File: src/rtl/synth_pkg.sv
// Shared definitions for the polyphonic synth: note indexing and input-stage defaults.
package synth_pkg;

    localparam int unsigned NUM_NOTES               = 12;
    localparam int unsigned DEFAULT_DEBOUNCE_CYCLES = 100000;
    localparam int unsigned DEFAULT_MAX_VOICES      = 4;

    // Bit index of each note in key / enable vectors (bit 0 = C).
    typedef enum logic [3:0] {
        NOTE_C, NOTE_CS, NOTE_D, NOTE_DS, NOTE_E, NOTE_F,
        NOTE_FS, NOTE_G, NOTE_GS, NOTE_A, NOTE_AS, NOTE_B
    } note_e;

endpackage

File: src/rtl/key_debouncer.sv
// One note key: 2-FF synchroniser followed by a stability counter that
// only accepts a level after it has held for DEBOUNCE_CYCLES cycles.
module key_debouncer
    import synth_pkg::*;
#(
    parameter int unsigned DEBOUNCE_CYCLES = DEFAULT_DEBOUNCE_CYCLES
) (
    input  logic clk,
    input  logic reset,
    input  logic key_raw,
    output logic stable
);

    localparam int unsigned CNT_W = (DEBOUNCE_CYCLES > 1) ? $clog2(DEBOUNCE_CYCLES) : 1;
    localparam logic [CNT_W-1:0] CNT_LAST = CNT_W'(DEBOUNCE_CYCLES - 1);

    logic             meta;
    logic             sync;
    logic [CNT_W-1:0] count;

    always_ff @(posedge clk or posedge reset) begin
        if (reset) begin
            meta <= 1'b0;
            sync <= 1'b0;
        end else begin
            meta <= key_raw;
            sync <= meta;
        end
    end

    // Any return to the accepted level restarts the count, so glitches vanish.
    always_ff @(posedge clk or posedge reset) begin
        if (reset) begin
            stable <= 1'b0;
            count  <= '0;
        end else if (sync != stable) begin
            if (count == CNT_LAST) begin
                stable <= sync;
                count  <= '0;
            end else begin
                count <= count + CNT_W'(1);
            end
        end else begin
            count <= '0;
        end
    end

endmodule

File: src/rtl/note_key_scanner.sv
// Debounced note keys feeding a bounded voice allocator; drives the mixer
// enable vector plus press/release pulses and an active-voice count.
module note_key_scanner
    import synth_pkg::*;
#(
    parameter int unsigned NUM_KEYS        = NUM_NOTES,
    parameter int unsigned DEBOUNCE_CYCLES = DEFAULT_DEBOUNCE_CYCLES,
    parameter int unsigned MAX_VOICES      = DEFAULT_MAX_VOICES
) (
    input  logic                clk,
    input  logic                reset,
    input  logic [NUM_KEYS-1:0] keys_in,
    output logic [NUM_KEYS-1:0] sample_enable,
    output logic                key_pressed,
    output logic                key_released,
    output logic [3:0]          active_count
);

    logic [NUM_KEYS-1:0] stable;
    logic [NUM_KEYS-1:0] kept;
    logic [NUM_KEYS-1:0] pending;
    logic [NUM_KEYS-1:0] grant;
    logic [NUM_KEYS-1:0] new_enable;
    logic [3:0]          kept_count;
    logic [3:0]          new_count;

    function automatic logic [3:0] popcount(input logic [NUM_KEYS-1:0] v);
        logic [3:0] cnt;
        cnt = '0;
        for (int i = 0; i < int'(NUM_KEYS); i++) begin
            cnt = cnt + 4'(v[i]);
        end
        return cnt;
    endfunction

    for (genvar g = 0; g < int'(NUM_KEYS); g++) begin : g_key
        key_debouncer #(
            .DEBOUNCE_CYCLES(DEBOUNCE_CYCLES)
        ) u_debouncer (
            .clk    (clk),
            .reset  (reset),
            .key_raw(keys_in[g]),
            .stable (stable[g])
        );
    end

    // Releases drop at once; at most one new voice (lowest pending index) per cycle.
    always_comb begin
        kept       = sample_enable & stable;
        pending    = stable & ~sample_enable;
        grant      = pending & (~pending + NUM_KEYS'(1));
        kept_count = popcount(kept);
        new_enable = kept;
        if ((kept_count < 4'(MAX_VOICES)) && (pending != '0)) begin
            new_enable = kept | grant;
        end
        new_count = popcount(new_enable);
    end

    always_ff @(posedge clk or posedge reset) begin
        if (reset) begin
            sample_enable <= '0;
            key_pressed   <= 1'b0;
            key_released  <= 1'b0;
            active_count  <= '0;
        end else begin
            sample_enable <= new_enable;
            key_pressed   <= (new_enable & ~sample_enable) != '0;
            key_released  <= (sample_enable & ~new_enable) != '0;
            active_count  <= new_count;
        end
    end

endmodule

File: config.mk
export PLATFORM = sky130hd
export DESIGN_NAME = note_key_scanner
export DESIGN_NICKNAME = d
export VERILOG_FILES = /design/src/rtl/synth_pkg.sv /design/src/rtl/key_debouncer.sv /design/src/rtl/note_key_scanner.sv
export SDC_FILE = /design/constraint.sdc
export NUM_CORES = 1
export LEC_CHECK = 0
export CORE_MARGIN = 2
export CORE_UTILIZATION = 56
export DETAILED_ROUTE_END_ITERATION = 10
export PLACE_DENSITY = 0.76
export SLEW_MARGIN = 20
export SYNTH_ARGS = -nofsm -noshare
export SYNTH_HDL_FRONTEND = slang
export SYNTH_HIERARCHICAL = 1
export SYNTH_SLANG_ARGS = --single-unit
File: constraint.sdc
create_clock -name clk -period 6.4 [get_ports clk]
set_clock_uncertainty 0.2 [all_clocks]
set_input_delay 0.96 -clock clk [delete_from_list [all_inputs] [get_ports clk]]
set_output_delay 0.96 -clock clk [all_outputs]
set_load 0.005 [all_outputs]
==> impl.org, run 1 <==
** Status
- The run finished, with violations left.
- Failing checks :: negative setup slack

** Timing
- For the pin with the worst max-slew slack, the measured transition is 0.862 ns.
- Setup repair after global routing could not meet its margin everywhere.
- Fmax :: 152 MHz
- Final Critical Period :: 6.58 ns
- The count of final max-slew check failures is 0.
- In the finished design, the share of the clock period the worst path needs comes to 1.03.
- Slew Limit Headroom :: 0.423
- Setup Total Neg Slack :: -0.269 ns
- Final Hold Vio Count :: 0
- Final critical-path setup slack :: -0.181 ns
- Setup violations remaining at the end of the flow were counted as 2.

** Min path
- Kind of path behind the tightest hold check :: register to register

** Drt
- Drt initial violations :: 567
- Vias post-DR :: 8893
- After detailed routing, the total wire length is 24100 um.
- Final routed wire length divided by cell count :: 15.2 um
- Via density per instance :: 5.60
- The first detailed-routing pass ran for 4 iterations.
- Once detail routing completed, the nets flagged for antenna violations numbered 0.
- DRC violations left :: 0

** Floorplan
- Core Box Area :: 22000 um2
- The die is 154 um tall.
- Floorplan die area :: 23800 um2
- Standard-cell row count :: 54
- The initial utilization of the core area, before any placement, comes to 0.574.
- Width of the die :: 154 um
- During I/O placement, the number of pins put on the boundary was 32.

** Finish
- In the final layout, the multi-input gates occupy 5850 um2.
- In the final design database the tool counted 1335 nets.
- From synthesis to final layout, the design area changed by 13.8%.
- The filler cells instantiated in the layout total 1725.
- The sequential cells in the finished layout cover a total of 6460 um2.
- Final standard cell utilization of the core :: 0.653
- Antenna cell count :: 0
- Of the cells placed in the final design, the portion with a size suffix greater than 1 is 0.120.
- Once layout is done, the placed cells without fillers occupy 14400 um2.

** Synth
- Dividing the synthesized area by the synthesized cell count gives 10.4 um2.
- Mapped cell area :: 12600 um2
- Counting flops and latches in the post-synthesis netlist gives 258.
- Asr flop ratio synth :: 1.00
- Synthesis produced 1212 cells.
- Counting distinct cell types in the post-synthesis netlist gives 44.
- For this run, the number of Yosys warnings is 6.
- The share of the Yosys chip area taken by registers is 0.511.
- Primary flip-flop cell chosen by synthesis mapping :: sky130_fd_sc_hd__dfrtp_1
- Number of enable-type register cells in the synthesized netlist :: 0
- Syn nets :: 1258

** Global routing
- Global Route Usage Sum :: 0.209
- Wire length of the first global-routing pass :: 41700 um
- The total overflow left after global routing is 0.
- Number of global-route vias before repair :: 8701
- Entering global routing, the biggest net connects 21 pins.
- The number of antenna violations at the first check in global routing is 0.

** Setup path
- Critical path cell sequence :: nand2_2, inv_2, fa_1, inv_2, fa_1, fa_1, fa_2, inv_2, ha_4, nand4b_1, and2_1, nand2_2, o32ai_2, fa_1, fa_1, inv_1, fa_1, inv_2, fa_2, ha_4, inv_2, fa_2, inv_2
- Worst R2R Setup Slack :: -0.18 ns
- Worst path arrival time :: 6.81 ns
- Worst path bufs/invs :: 7
- Slowest library cell on the worst path :: sky130_fd_sc_hd__fa_1
- FF-to-FF path depth :: 23
- On the worst path, the slowest cell contributes a delay of 0.54 ns.
- The critical path is of the register to register type.
- Data required time at the worst endpoint :: 6.63 ns
- Cell type group with the largest total delay on the critical path :: adder cells
- Critical-path maximum fanout :: 3
- In this run the worst setup path terminates at active_count[1].
- The worst setup path is launched from a register.
- Instance count on the critical path :: 23
- Endpoint class of the critical path :: register
- The worst register-to-register path ends at active_count[1].
- Reg2reg start :: g_key[1].u_debouncer/stable
- CP Launch Point :: g_key[1].u_debouncer/stable

** Place
- The placed instances occupy a cell area of 13400 um2.
- Number of buffer cells added on primary ports :: 31
- Summed over all nets, the half-perimeter wirelength after detailed placement is 16700 um.
- Final GP Congestion :: 0.899

** Clocking
- Clock latency on the worst-skew pair, taken at its later pin, is 0.53 ns.
- CTS tree :: yes
- CTS built an H-tree with a depth of 1.
- Worst-path clk slew :: 0.06 ns
- Total number of clock tree sinks :: 258
- Clock tree synthesis selected as its root buffer the cell sky130_fd_sc_hd__clkbuf_16.
- The longest clock path from root to sink contains 3 buffers.
- In this run, post-CTS hold repair placed 0 buffers.
- Counting the buffers created by CTS gives 27.

** Pwr
- Static Leak :: 5.98 nW
- Across the VDD grid, the largest voltage drop is 0.000233 V.
- Total Power Consumption :: 3.40 mW
- PD cells :: 236 nW/um2

** Flow run
- Maximum capacitance violations :: 0
-- metal layers --
metal,vias to the layer above,GRT usage,part of all wire
met2,132,0.335,0.46
met1,4336,0.297,0.48
li1,4376,-,-
met3,49,0.0384,0.040
met4,0,0.0529,0.024
met5,-,0,0
-- cells in the mapped netlist (all sizes together) (13+ instances only) --
master / n / share of area
ha: 19 / 0.019
fa: 13 / 0.021
inv: 71 / 0.021
nand4: 72 / 0.036
nand2: 76 / 0.023
xor2: 60 / 0.042
dfrtp: 258 / 0.51
nor2: 221 / 0.066
nand3: 50 / 0.020
nor3: 37 / 0.015
buf: 13 / 0.015
nor4: 74 / 0.043
xnor2: 133 / 0.092
-- through the flow --
step | setup slack (ns) | std cells | hold WS (ns)
after global placement | -0.112 | 1537 | 0.132
after CTS | -0.165 | 1587 | 0.145
after detailed placement | -0.227 | 1537 | 0.136
after floorplan | -0.0972 | 1212 | 0.131
final | -0.181 | 1588 | 0.142
after global routing | -0.394 | 1588 | 0.147
-- cell usage in the layout, fill, tap and decap left out, drive strengths merged, types with 3 or more instances in the layout --
master,count
o31ai,3
clkdlybuf4s50,31
nor4,74
o21ai,4
clkinv,5
mux2,12
and2,3
bufinv,4
a41o,12
clkbuf,35
nor3,37
ha,19
or4b,12
nor3b,12
clkinvlp,3
nand3,50
nor2,221
o22ai,3
nand2,76
nand4,72
and4,12
a221oi,3
inv,72
xnor2,133
dfrtp,258
buf,30
and3,12
nor2b,6
xor2,60
fa,13
-- registers in the layout (all words and copies together), names as in the netlist --
| register | count |
|---|---|
| g_key.u_debouncer/count | 204 |
| g_key.u_debouncer/meta | 12 |
| g_key.u_debouncer/stable | 12 |
| g_key.u_debouncer/sync | 12 |
| sample_enable | 12 |
| active_count | 4 |
| key_pressed | 1 |
| key_released | 1 |
-- cell families after synthesis --
kind of cell | count (synthesis) | share of synthesized area
multiplexers | 12 | 0.0107
flip-flops | 258 | 0.511
adder cells (fa/ha/maj) | 32 | 0.0394
AND/OR/NAND/NOR | 594 | 0.243
XOR/XNOR | 193 | 0.134
AO/OA/AOI/OAI | 39 | 0.0269
buffers and inverters | 84 | 0.0357
-- where the power goes --
| part | internal (mW) | total [mW] | switching, mW |
|---|---|---|---|
| combinational | 0.0310 | 0.105 | 0.0740 |
| sequential | 1.66 | 1.68 | 0.0198 |
| clock | 0.991 | 1.62 | 0.626 |
| total | 2.68 | 3.40 | 0.720 |
-- worst min path at each step --
stage / startpoint / endpoint / depth (start not counted)
after floorplan: g_key[0].u_debouncer/meta / g_key[0].u_debouncer/sync / 0
after detailed placement: g_key[11].u_debouncer/meta / g_key[11].u_debouncer/sync / 0
after global routing: g_key[2].u_debouncer/meta / g_key[2].u_debouncer/sync / 0
after CTS: g_key[2].u_debouncer/meta / g_key[2].u_debouncer/sync / 0
final: g_key[2].u_debouncer/meta / g_key[2].u_debouncer/sync / 0
after global placement: g_key[2].u_debouncer/meta / g_key[2].u_debouncer/sync / 0
-- timing repair --
item / in CTS / in global routing
setup endpoints to repair: 3 / 3
buffers inserted: 2 / 1
pin swaps: 1 / 7
resized for setup: 4 / 19
-- final cells by class --
type / count / share of cell area
multi-input combinational: 870 / 0.406
timing repair buffer: 61 / 0.0372
tap: 280 / 0.0244
sequential: 258 / 0.449
clock inverter: 13 / 0.0123
clock buffer: 35 / 0.0525
inverter: 71 / 0.0185
-- worst reg2reg max path: cells and delay by family, from the launching register on --
kind                       cells  cell delay [ns]
AOI/OAI and AO/OA              1             0.34
adders and majority gates     11             4.75
buffers and inverters          7             0.32
DFF                            1             0.39
and+or+nand+nor                4             0.49
No activity file was read; power rests on OpenSTA's default activity.
==> run 2: changes to the inputs <==
--- a/config.mk
+++ b/config.mk
@@ -8,7 +8,9 @@
 export CORE_MARGIN = 2
 export CORE_UTILIZATION = 56
 export DETAILED_ROUTE_END_ITERATION = 10
+export GPL_TIMING_DRIVEN = 0
 export PLACE_DENSITY = 0.76
+export RECOVER_POWER = 50
 export SLEW_MARGIN = 20
 export SYNTH_ARGS = -nofsm -noshare
 export SYNTH_HDL_FRONTEND = slang
==> impl.org, run 2 (synthesis results as in run 1) <==
** Status
- The flow ran to the end, but the final reports show violations.
- Failing checks :: negative setup slack

** Global routing
- Wire length of the first global-routing pass :: 43500 um
- Met2 Use GR :: 0.363
- The number of antenna violations at the first check in global routing came to 0.
- Largest net degree at the start of global routing :: 21
- Number of global-route vias before repair :: 9077
- For this run the aggregate overflow at the end of global routing stands at 0.
- The layer flagged by global routing as most heavily used is met2.
- For this run, the total global-route usage over all layers was measured as 0.217.
- For this run, global-route usage on met1 was measured as 0.297.
- Met3 Use GR :: 0.0333

** Finish
- Largest Register :: g_key.u_debouncer/count
- Share of post-route cells with drive strength above 1 :: 0.0866
- Most common library cell in the layout ignoring fill and taps :: sky130_fd_sc_hd__dfrtp_1
- Multi-input logic area :: 5750 um2
- At the end of the flow, the number of nets in the layout was 1332.
- Compared with the post-synthesis result, the final layout area differs by 12.5%.
- Antenna cell count :: 0
- The register with the most flip-flops in the layout has 204 of them.
- Fill cell instance count of the final layout :: 1766
- The top cell types in the final layout, fill and taps aside, are sky130_fd_sc_hd__dfrtp_1 (252), sky130_fd_sc_hd__nor2_1 (221), sky130_fd_sc_hd__xnor2_1 (133).
- Register area :: 6460 um2
- The finished cells cover 14200 um2.

** Clocking
- CTS tree :: yes
- The tree built by TritonCTS fans out to 258 sinks.
- Buffers inserted during clock tree synthesis total 29.
- Number of hold-repair buffers added at the cts stage :: 0
- Root buffer cell :: sky130_fd_sc_hd__clkbuf_16
- The longest clock path from root to sink contains 3 buffers.
- CTS built an H-tree with a depth of 1.
- Clock latency on the worst-skew pair :: 0.54 ns
- After clock tree synthesis, the clock-pin slew on the worst setup and hold paths is 0.06 ns.

** Drt
- Count of antenna-violating nets left after detailed routing :: 0
- Final routed wire length divided by cell count :: 15.8 um
- The routed layout has 9018 vias.
- The pre-antenna-repair detailed-routing pass consisted of 5 iterations.
- Using the TritonRoute via totals, the vias-per-cell ratio works out to 5.69.
- Drt total wl :: 25000 um
- After detailed routing, the number of remaining DRC violations is 0.
- In this run, the number of DRC markers left after iteration 0 of detailed routing was 520.

** Floorplan
- The die covers 23800 um2.
- Initial cell density of the core :: 0.574
- I/O pin count :: 32
- Measured along the x axis, the die boundary spans 154 um.
- The die is 154 um tall.
- Standard-cell row count :: 54
- Core Box Area :: 22000 um2

** Timing
- Across all hold checks on the routed design, the worst slack comes to 0.147 ns.
- Share of the clock period used by the worst path :: 1.06
- RSZ-0062 raised after global routing :: true
- Final number of max-transition violations :: 0
- Based on the critical path, the design can be clocked at up to 148 MHz.
- For the pin with the worst max-slew slack, the measured transition is 0.832 ns.
- Across all setup checks in the final design, the least slack found is -0.355 ns.
- Slew Limit Headroom :: 0.444
- Setup violations remaining at the end of the flow were counted as 3.
- In the final timing run, aggregate negative setup slack is -0.763 ns.
- Final Critical Period :: 6.76 ns
- Final Hold Vio Count :: 0

** Place
- In this run the cell area measured after placement is 13300 um2.
- The HPWL after detailed placement is 16600 um.
- Number of buffer cells added on primary ports :: 31
- The congestion estimate from routability-driven global placement came to 0.849.
- Pre-CTS WS :: -0.489 ns

** Pwr
- Across the VDD grid, the largest voltage drop is 0.000203 V.
- Of the total power, the share spent switching nets is 0.216.
- Static Leak :: 5.92 nW
- PD cells :: 240 nW/um2
- Total net switching power :: 739 uW
- The share of total power dissipated in sequential elements is 0.491.
- The share of total power dissipated in combinational logic is 0.031.
- Internal power contribution :: 2.68 mW
- The completed layout was analyzed and its total power is 3.42 mW.
- Proportion of power drawn by the clock network :: 0.479

** Setup path
- The setup path with the least slack is of type register to register.
- Data on the critical path is required at its endpoint by 6.63 ns.
- Startpoint type of the worst setup path :: register
- In this run the worst path has a maximum fanout of 4.
- The worst setup path is captured at a register.
- For the worst setup path, the data arrival time is 6.99 ns.

** Min path
- The path class of the tightest hold or removal check is register to register.

** Flow run
- Max-cap violations in this run came to 0.
==> run 2: cell types whose count changed in the layout (fill, tap and decap cells not counted), moves of 6 or more <==
| cell | delta |
|---|---|
| sky130_fd_sc_hd__nor4_2 | -12 |
| sky130_fd_sc_hd__nor4_1 | +12 |
| sky130_fd_sc_hd__clkbuf_1 | +15 |
| sky130_fd_sc_hd__a41o_1 | +12 |
| sky130_fd_sc_hd__dfrtp_2 | +6 |
| sky130_fd_sc_hd__clkdlybuf4s50_1 | -13 |
| sky130_fd_sc_hd__buf_4 | -19 |
| sky130_fd_sc_hd__a41o_2 | -12 |
| sky130_fd_sc_hd__dlygate4sd3_1 | +13 |
| sky130_fd_sc_hd__dfrtp_1 | -6 |
==> run 2: final cells by class <==
cell class                      instances  area share
Buffer                                 13     0.00352
Clock buffer                           38      0.0562
Clock inverter                         12      0.0102
Inverter                               71      0.0187
Multi-Input combinational cell        870       0.404
Sequential cell                       258       0.454
Tap cell                              280      0.0246
Timing Repair Buffer                   43      0.0279
==> run 2: routing by layer <==
metal  vias up  wire, um
li1       4353         -
met1      4414     11100
met2       201     12100
met3        50      1190
met4         0       580
met5         -         0
==> run 2: final timing paths <==
| kind | startpoint | end | slack [ns] | cells after the start |
|---|---|---|---|---|
| setup / recovery | g_key[5].u_debouncer/stable | active_count[2] | -0.36 | 23 |
| hold / removal | g_key[0].u_debouncer/meta | g_key[0].u_debouncer/sync | 0.15 | 0 |
| setup reg to reg | g_key[5].u_debouncer/stable | active_count[2] | -0.36 | 23 |
| hold reg to reg | g_key[0].u_debouncer/meta | g_key[0].u_debouncer/sync | 0.15 | 0 |
| max in group asynchronous | reset | g_key[7].u_debouncer/stable | 4.20 | 2 |
| min in group asynchronous | reset | active_count[3] | 1.25 | 2 |
==> run 2: power groups by stage <==
stage | sequential [mW] | clock (mW) | combinational (mW)
finish | 1.68 | 1.64 | 0.105
global route | 1.68 | 1.76 | 0.123
CTS | 1.68 | 1.68 | 0.122
detailed placement | 1.71 | 0 | 0.121
global placement | 1.71 | 0 | 0.117
floorplan | 1.70 | 0 | 0.0867
==> run 2: critical path, stage by stage, from the launching register on <==
cell and delay (ns):
sky130_fd_sc_hd__dfrtp_2 0.42, sky130_fd_sc_hd__inv_2 0.11, sky130_fd_sc_hd__nor2_1 0.08, sky130_fd_sc_hd__fa_1 0.56, sky130_fd_sc_hd__inv_1 0.06, sky130_fd_sc_hd__fa_1 0.48
sky130_fd_sc_hd__fa_1 0.51, sky130_fd_sc_hd__fa_2 0.40, sky130_fd_sc_hd__inv_2 0.07, sky130_fd_sc_hd__ha_4 0.18, sky130_fd_sc_hd__nand4b_1 0.12, sky130_fd_sc_hd__nand2_2 0.10
sky130_fd_sc_hd__or4_4 0.45, sky130_fd_sc_hd__a21oi_4 0.17, sky130_fd_sc_hd__fa_1 0.43, sky130_fd_sc_hd__fa_1 0.52, sky130_fd_sc_hd__inv_2 0.04, sky130_fd_sc_hd__fa_1 0.47
sky130_fd_sc_hd__inv_1 0.05, sky130_fd_sc_hd__fa_2 0.55, sky130_fd_sc_hd__ha_4 0.14, sky130_fd_sc_hd__inv_2 0.03, sky130_fd_sc_hd__fa_1 0.37, sky130_fd_sc_hd__xnor2_1 0.14
==> run 2: stage by stage <==
| stage | cells | utilization |
|---|---|---|
| after floorplan | 1212 | - |
| after global placement | 1523 | 0.605 |
| after detailed placement | 1523 | 0.605 |
| after CTS | 1584 | 0.654 |
| after global routing | 1585 | 0.646 |
| final | 1585 | 0.646 |
==> run 2: what timing repair did <==
action / in CTS / in global routing
endpoints found under the setup margin: 4 / 4
pin swaps: 5 / 5
resized for setup: 12 / 11
setup buffers: 11 / 1
hold endpoints to repair: 0 / 0
cloned: 0 / 0
==> run 3: changes to the inputs <==
--- a/config.mk
+++ b/config.mk
@@ -9,10 +9,9 @@
 export CORE_UTILIZATION = 56
 export DETAILED_ROUTE_END_ITERATION = 10
 export GPL_TIMING_DRIVEN = 0
-export PLACE_DENSITY = 0.76
+export PLACE_DENSITY_LB_ADDON = 0.3
 export RECOVER_POWER = 50
 export SLEW_MARGIN = 20
 export SYNTH_ARGS = -nofsm -noshare
 export SYNTH_HDL_FRONTEND = slang
-export SYNTH_HIERARCHICAL = 1
 export SYNTH_SLANG_ARGS = --single-unit
==> impl.org, run 3 <==
** Status
- The flow ran to the end, but the final reports show violations.
- Failing checks :: max-capacitance violations, max-slew violations, negative setup slack

** Drt
- Count of antenna-violating nets left after detailed routing :: 0
- Via density per instance :: 5.41
- Initial DRT Pass Iterations :: 5
- Summing over every cut layer, the via total after detailed routing is 8570.
- Drt initial violations :: 451
- DRC violations left :: 0
- Drt total wl :: 23300 um
- Final routed wire length divided by cell count :: 14.7 um

** Finish
- The area growth from synthesis to layout is 15.5%.
- After routing the design area is 14200 um2.
- For this run, the share of the core covered by cells in the final layout is 0.654.
- Filler-free cell count of the finished design :: 1584
- Antenna cell count :: 0
- Leaving out fill and tap cells, the most frequent cell in the layout is sky130_fd_sc_hd__dfrtp_1.
- Largest Register :: g_key.u_debouncer.count
- Net count of the finished layout :: 1328
- In the layout the commonest cells are sky130_fd_sc_hd__dfrtp_1 (252), sky130_fd_sc_hd__nor2_1 (232), sky130_fd_sc_hd__nand2_1 (98), sky130_fd_sc_hd__xnor2_1 (98), sky130_fd_sc_hd__xor2_1 (94).
- The register with the most flip-flops in the layout has 204 of them.
- Of the cells placed in the final design, the portion with a size suffix greater than 1 is 0.0943.
- The filler cells instantiated in the layout total 1652.

** Floorplan
- Chip height :: 152 um
- The floorplan step defined a die boundary enclosing 23100 um2.
- Core Box Area :: 21700 um2
- Standard-cell row count :: 54
- Width of the die :: 152 um
- Initial cell density of the core :: 0.566
- 32 I/O pins were placed.

** Setup path
- Data required time at the worst endpoint :: 6.62 ns
- Worst R2R Setup Slack :: -0.26 ns
- Startpoint type of the worst setup path :: register
- The most critical setup path has its startpoint at g_key[0].u_debouncer.stable.
- The worst setup path is captured at a register.
- Counting cells, the worst reg-to-reg path comes to 24.
- The critical path is of the register to register type.
- Worst path arrival time :: 6.89 ns
- In this run the critical register-to-register path is captured at active_count[2].
- Reg2reg start :: g_key[0].u_debouncer.stable
- Of all nets on the critical path, the largest fanout is 7.

** Timing
- RSZ-0062 raised after global routing :: true
- Slew at the pin closest to its max-slew limit :: 1.83 ns
- Final Critical Period :: 6.66 ns
- Final Hold Vio Count :: 0
- Fmax :: 150 MHz
- Final critical-path setup slack :: -0.264 ns
- Share of the clock period used by the worst path :: 1.04
- Setup violations remaining at the end of the flow were counted as 3.
- Final number of max-transition violations :: 138
- Setup Total Neg Slack :: -0.648 ns
- Worst Hold Slack :: 0.145 ns
- Slew Limit Headroom :: -0.220

** Synth
- Post-synthesis cell type count :: 50
- In the post-synthesis netlist, the biggest area contributors are sky130_fd_sc_hd__dfrtp_1 (53%), sky130_fd_sc_hd__nor2_1 (7.1%), sky130_fd_sc_hd__xnor2_1 (7.0%), sky130_fd_sc_hd__xor2_1 (6.7%), sky130_fd_sc_hd__nand2_1 (3.1%).
- Primary flip-flop cell chosen by synthesis mapping :: sky130_fd_sc_hd__dfrtp_1
- In this run, synthesis inferred 0 flip-flops with an integrated enable.
- Part of the Yosys area used for sequential elements :: 0.526
- Of the total synthesized cell area, the portion taken by AND, OR, NAND and NOR gates is 0.245.
- Yosys printed 0 warnings.
- Area share of the largest cell type after synthesis :: 0.526
- Counting every net in the synthesized netlist gives 1244.
- Library cell with the highest instance count after synthesis :: sky130_fd_sc_hd__dfrtp_1
- After synthesis, the share of flip-flops with an asynchronous set or reset is 1.00.
- Post-synthesis adder-cell area fraction :: 0.0406
- Leading post-synthesis cells by instance count :: sky130_fd_sc_hd__dfrtp_1 (258), sky130_fd_sc_hd__nor2_1 (232), sky130_fd_sc_hd__nand2_1 (101), sky130_fd_sc_hd__xnor2_1 (98), sky130_fd_sc_hd__xor2_1 (94)
- Fraction of synthesized cell area in xor and xnor cells :: 0.137
- Cells after synthesis :: 1198
- Mapped cell area :: 12300 um2
- The post-synthesis compound-gate area fraction was 0.0184.
- After synthesis, the largest family of logic cells by area is simple AND/OR/NAND/NOR gates.
- Biggest area consumer among synthesized cells :: sky130_fd_sc_hd__dfrtp_1
- In this run, synthesis produced a sequential element count of 258.
- In this run the mean area of a mapped cell was 10.2 um2.
- Share of synthesized area spent on multiplexers :: 0.00918

** Pwr
- Summing internal, switching and leakage power gives 3.49 mW.
- PD cells :: 246 nW/um2
- Summed over all cells, the static leakage comes to 6.21 nW.
- Maximum VDD drop :: 0.000205 V

** Place
- Final GP Congestion :: 0.850
- Port buffering added 31 buffers.
- Once detailed placement completed, the half-perimeter wirelength came to 15700 um.
- Post-DP Area :: 13100 um2
- Number of placed instances with taps included :: 1517
- Timing analysis after detailed placement gives a worst setup slack of -0.438 ns.

** Global routing
- Number of antenna violations at the first check in global routing :: 0
- Largest net degree at the start of global routing :: 36
- Global Route Usage Sum :: 0.209
- Wire length of the first global-routing pass :: 41300 um
- Number of global-route vias before repair :: 8750
- GR Overflow Total :: 0

** Min path
- Capture endpoint of the worst hold path :: g_key[10].u_debouncer.sync
- Cells on Worst Hold Path :: 0
- HP Start :: g_key[10].u_debouncer.meta
- Kind of path behind the tightest hold check :: register to register

** Clocking
- Clock latency on the worst-skew pair :: 0.54 ns
- Total number of clock tree sinks :: 258
- Total CTS buffers :: 28
- H-Tree Depth :: 1
- Clock tree synthesis selected as its root buffer the cell sky130_fd_sc_hd__clkbuf_16.
- Worst-path clk slew :: 0.06 ns
- Clock Tree Buf Depth :: 3
- CTS tree :: yes
- The number of hold buffers added after CTS was 0.

** Flow run
- The tool flagged a number of max-cap violations equal to 4.
-- run 3: changes by cell type after synthesis, moves of 13 or more --
cell                      previous run  this run
sky130_fd_sc_hd__nand2_1            76       101
sky130_fd_sc_hd__xor2_1             60        94
sky130_fd_sc_hd__nor4_2             13         0
sky130_fd_sc_hd__inv_1              70        43
sky130_fd_sc_hd__nand4_1            72        41
sky130_fd_sc_hd__and3_1              0        26
sky130_fd_sc_hd__nor4_1             61        14
sky130_fd_sc_hd__xnor2_1           133        98
sky130_fd_sc_hd__nand3_1            50        66
sky130_fd_sc_hd__and2_1              3        21
-- run 3: layout make-up --
class | count | area (um2) | share of cell area
Clock inverter | 17 | 200 | 0.0141
Inverter | 43 | 163 | 0.0115
Sequential cell | 258 | 6460 | 0.456
Clock buffer | 35 | 798 | 0.0563
Tap cell | 280 | 350 | 0.0247
Multi-Input combinational cell | 876 | 5580 | 0.394
Timing Repair Buffer | 54 | 485 | 0.0343
Buffer | 21 | 130 | 0.00918
-- run 3: power by group --
part	switching (mW)	internal, mW	total, mW
sequential	0.0216	1.66	1.68
clock	0.663	1.05	1.71
combinational	0.0695	0.0347	0.104
total	0.754	2.74	3.49
-- run 3: how the worst max path moves through the flow --
stage,endpoint,slack (ns),depth (start not counted)
after detailed placement,active_count[2],-0.44,24
after CTS,active_count[2],-0.25,23
after global placement,active_count[2],-0.32,24
after floorplan,active_count[2],0.02,23
after global routing,active_count[2],-0.44,24
final,active_count[2],-0.26,24
-- run 3: critical path, stage by stage, from the launching register on --
cell and delay (ns):
sky130_fd_sc_hd__dfrtp_2 0.42, sky130_fd_sc_hd__nand2_2 0.08, sky130_fd_sc_hd__inv_2 0.04, sky130_fd_sc_hd__fa_1 0.59
sky130_fd_sc_hd__inv_2 0.06, sky130_fd_sc_hd__fa_1 0.55, sky130_fd_sc_hd__fa_1 0.43, sky130_fd_sc_hd__fa_2 0.35
sky130_fd_sc_hd__inv_2 0.07, sky130_fd_sc_hd__ha_4 0.19, sky130_fd_sc_hd__nand4b_1 0.16, sky130_fd_sc_hd__nand2_4 0.12
sky130_fd_sc_hd__nor3_4 0.22, sky130_fd_sc_hd__nor2b_4 0.19, sky130_fd_sc_hd__a31o_4 0.17, sky130_fd_sc_hd__fa_1 0.40
sky130_fd_sc_hd__inv_1 0.08, sky130_fd_sc_hd__fa_1 0.42, sky130_fd_sc_hd__fa_1 0.49, sky130_fd_sc_hd__inv_1 0.05
sky130_fd_sc_hd__fa_1 0.51, sky130_fd_sc_hd__ha_2 0.21, sky130_fd_sc_hd__inv_2 0.04, sky130_fd_sc_hd__fa_1 0.37
sky130_fd_sc_hd__xnor2_1 0.13
-- run 3: logic make-up (layout without fill, tap and decap cells) --
group                      Yosys count  count (layout)
DFF                                258             258
AOI/OAI and AO/OA                   32              32
muxes                               10              10
xor gates and xnor gates           192             192
adders and majority gates           32              32
and+or+nand+nor                    610             610
buffers and inverters               64             170
-- run 3: timing repair --
| action | CTS | global route |
|---|---|---|
| pin swaps | 4 | 4 |
| buffers inserted | 10 | 5 |
| setup endpoints to repair | 4 | 3 |
| resized for setup | 14 | 5 |
| gates cloned | 0 | 0 |
-- run 3: layer usage --
layer,wire [um],vias to the layer above,track usage
met5,0,-,0
met4,618,0,0.0570
met3,884,51,0.0354
met2,11200,125,0.346
met1,10600,4205,0.289
li1,-,4189,-
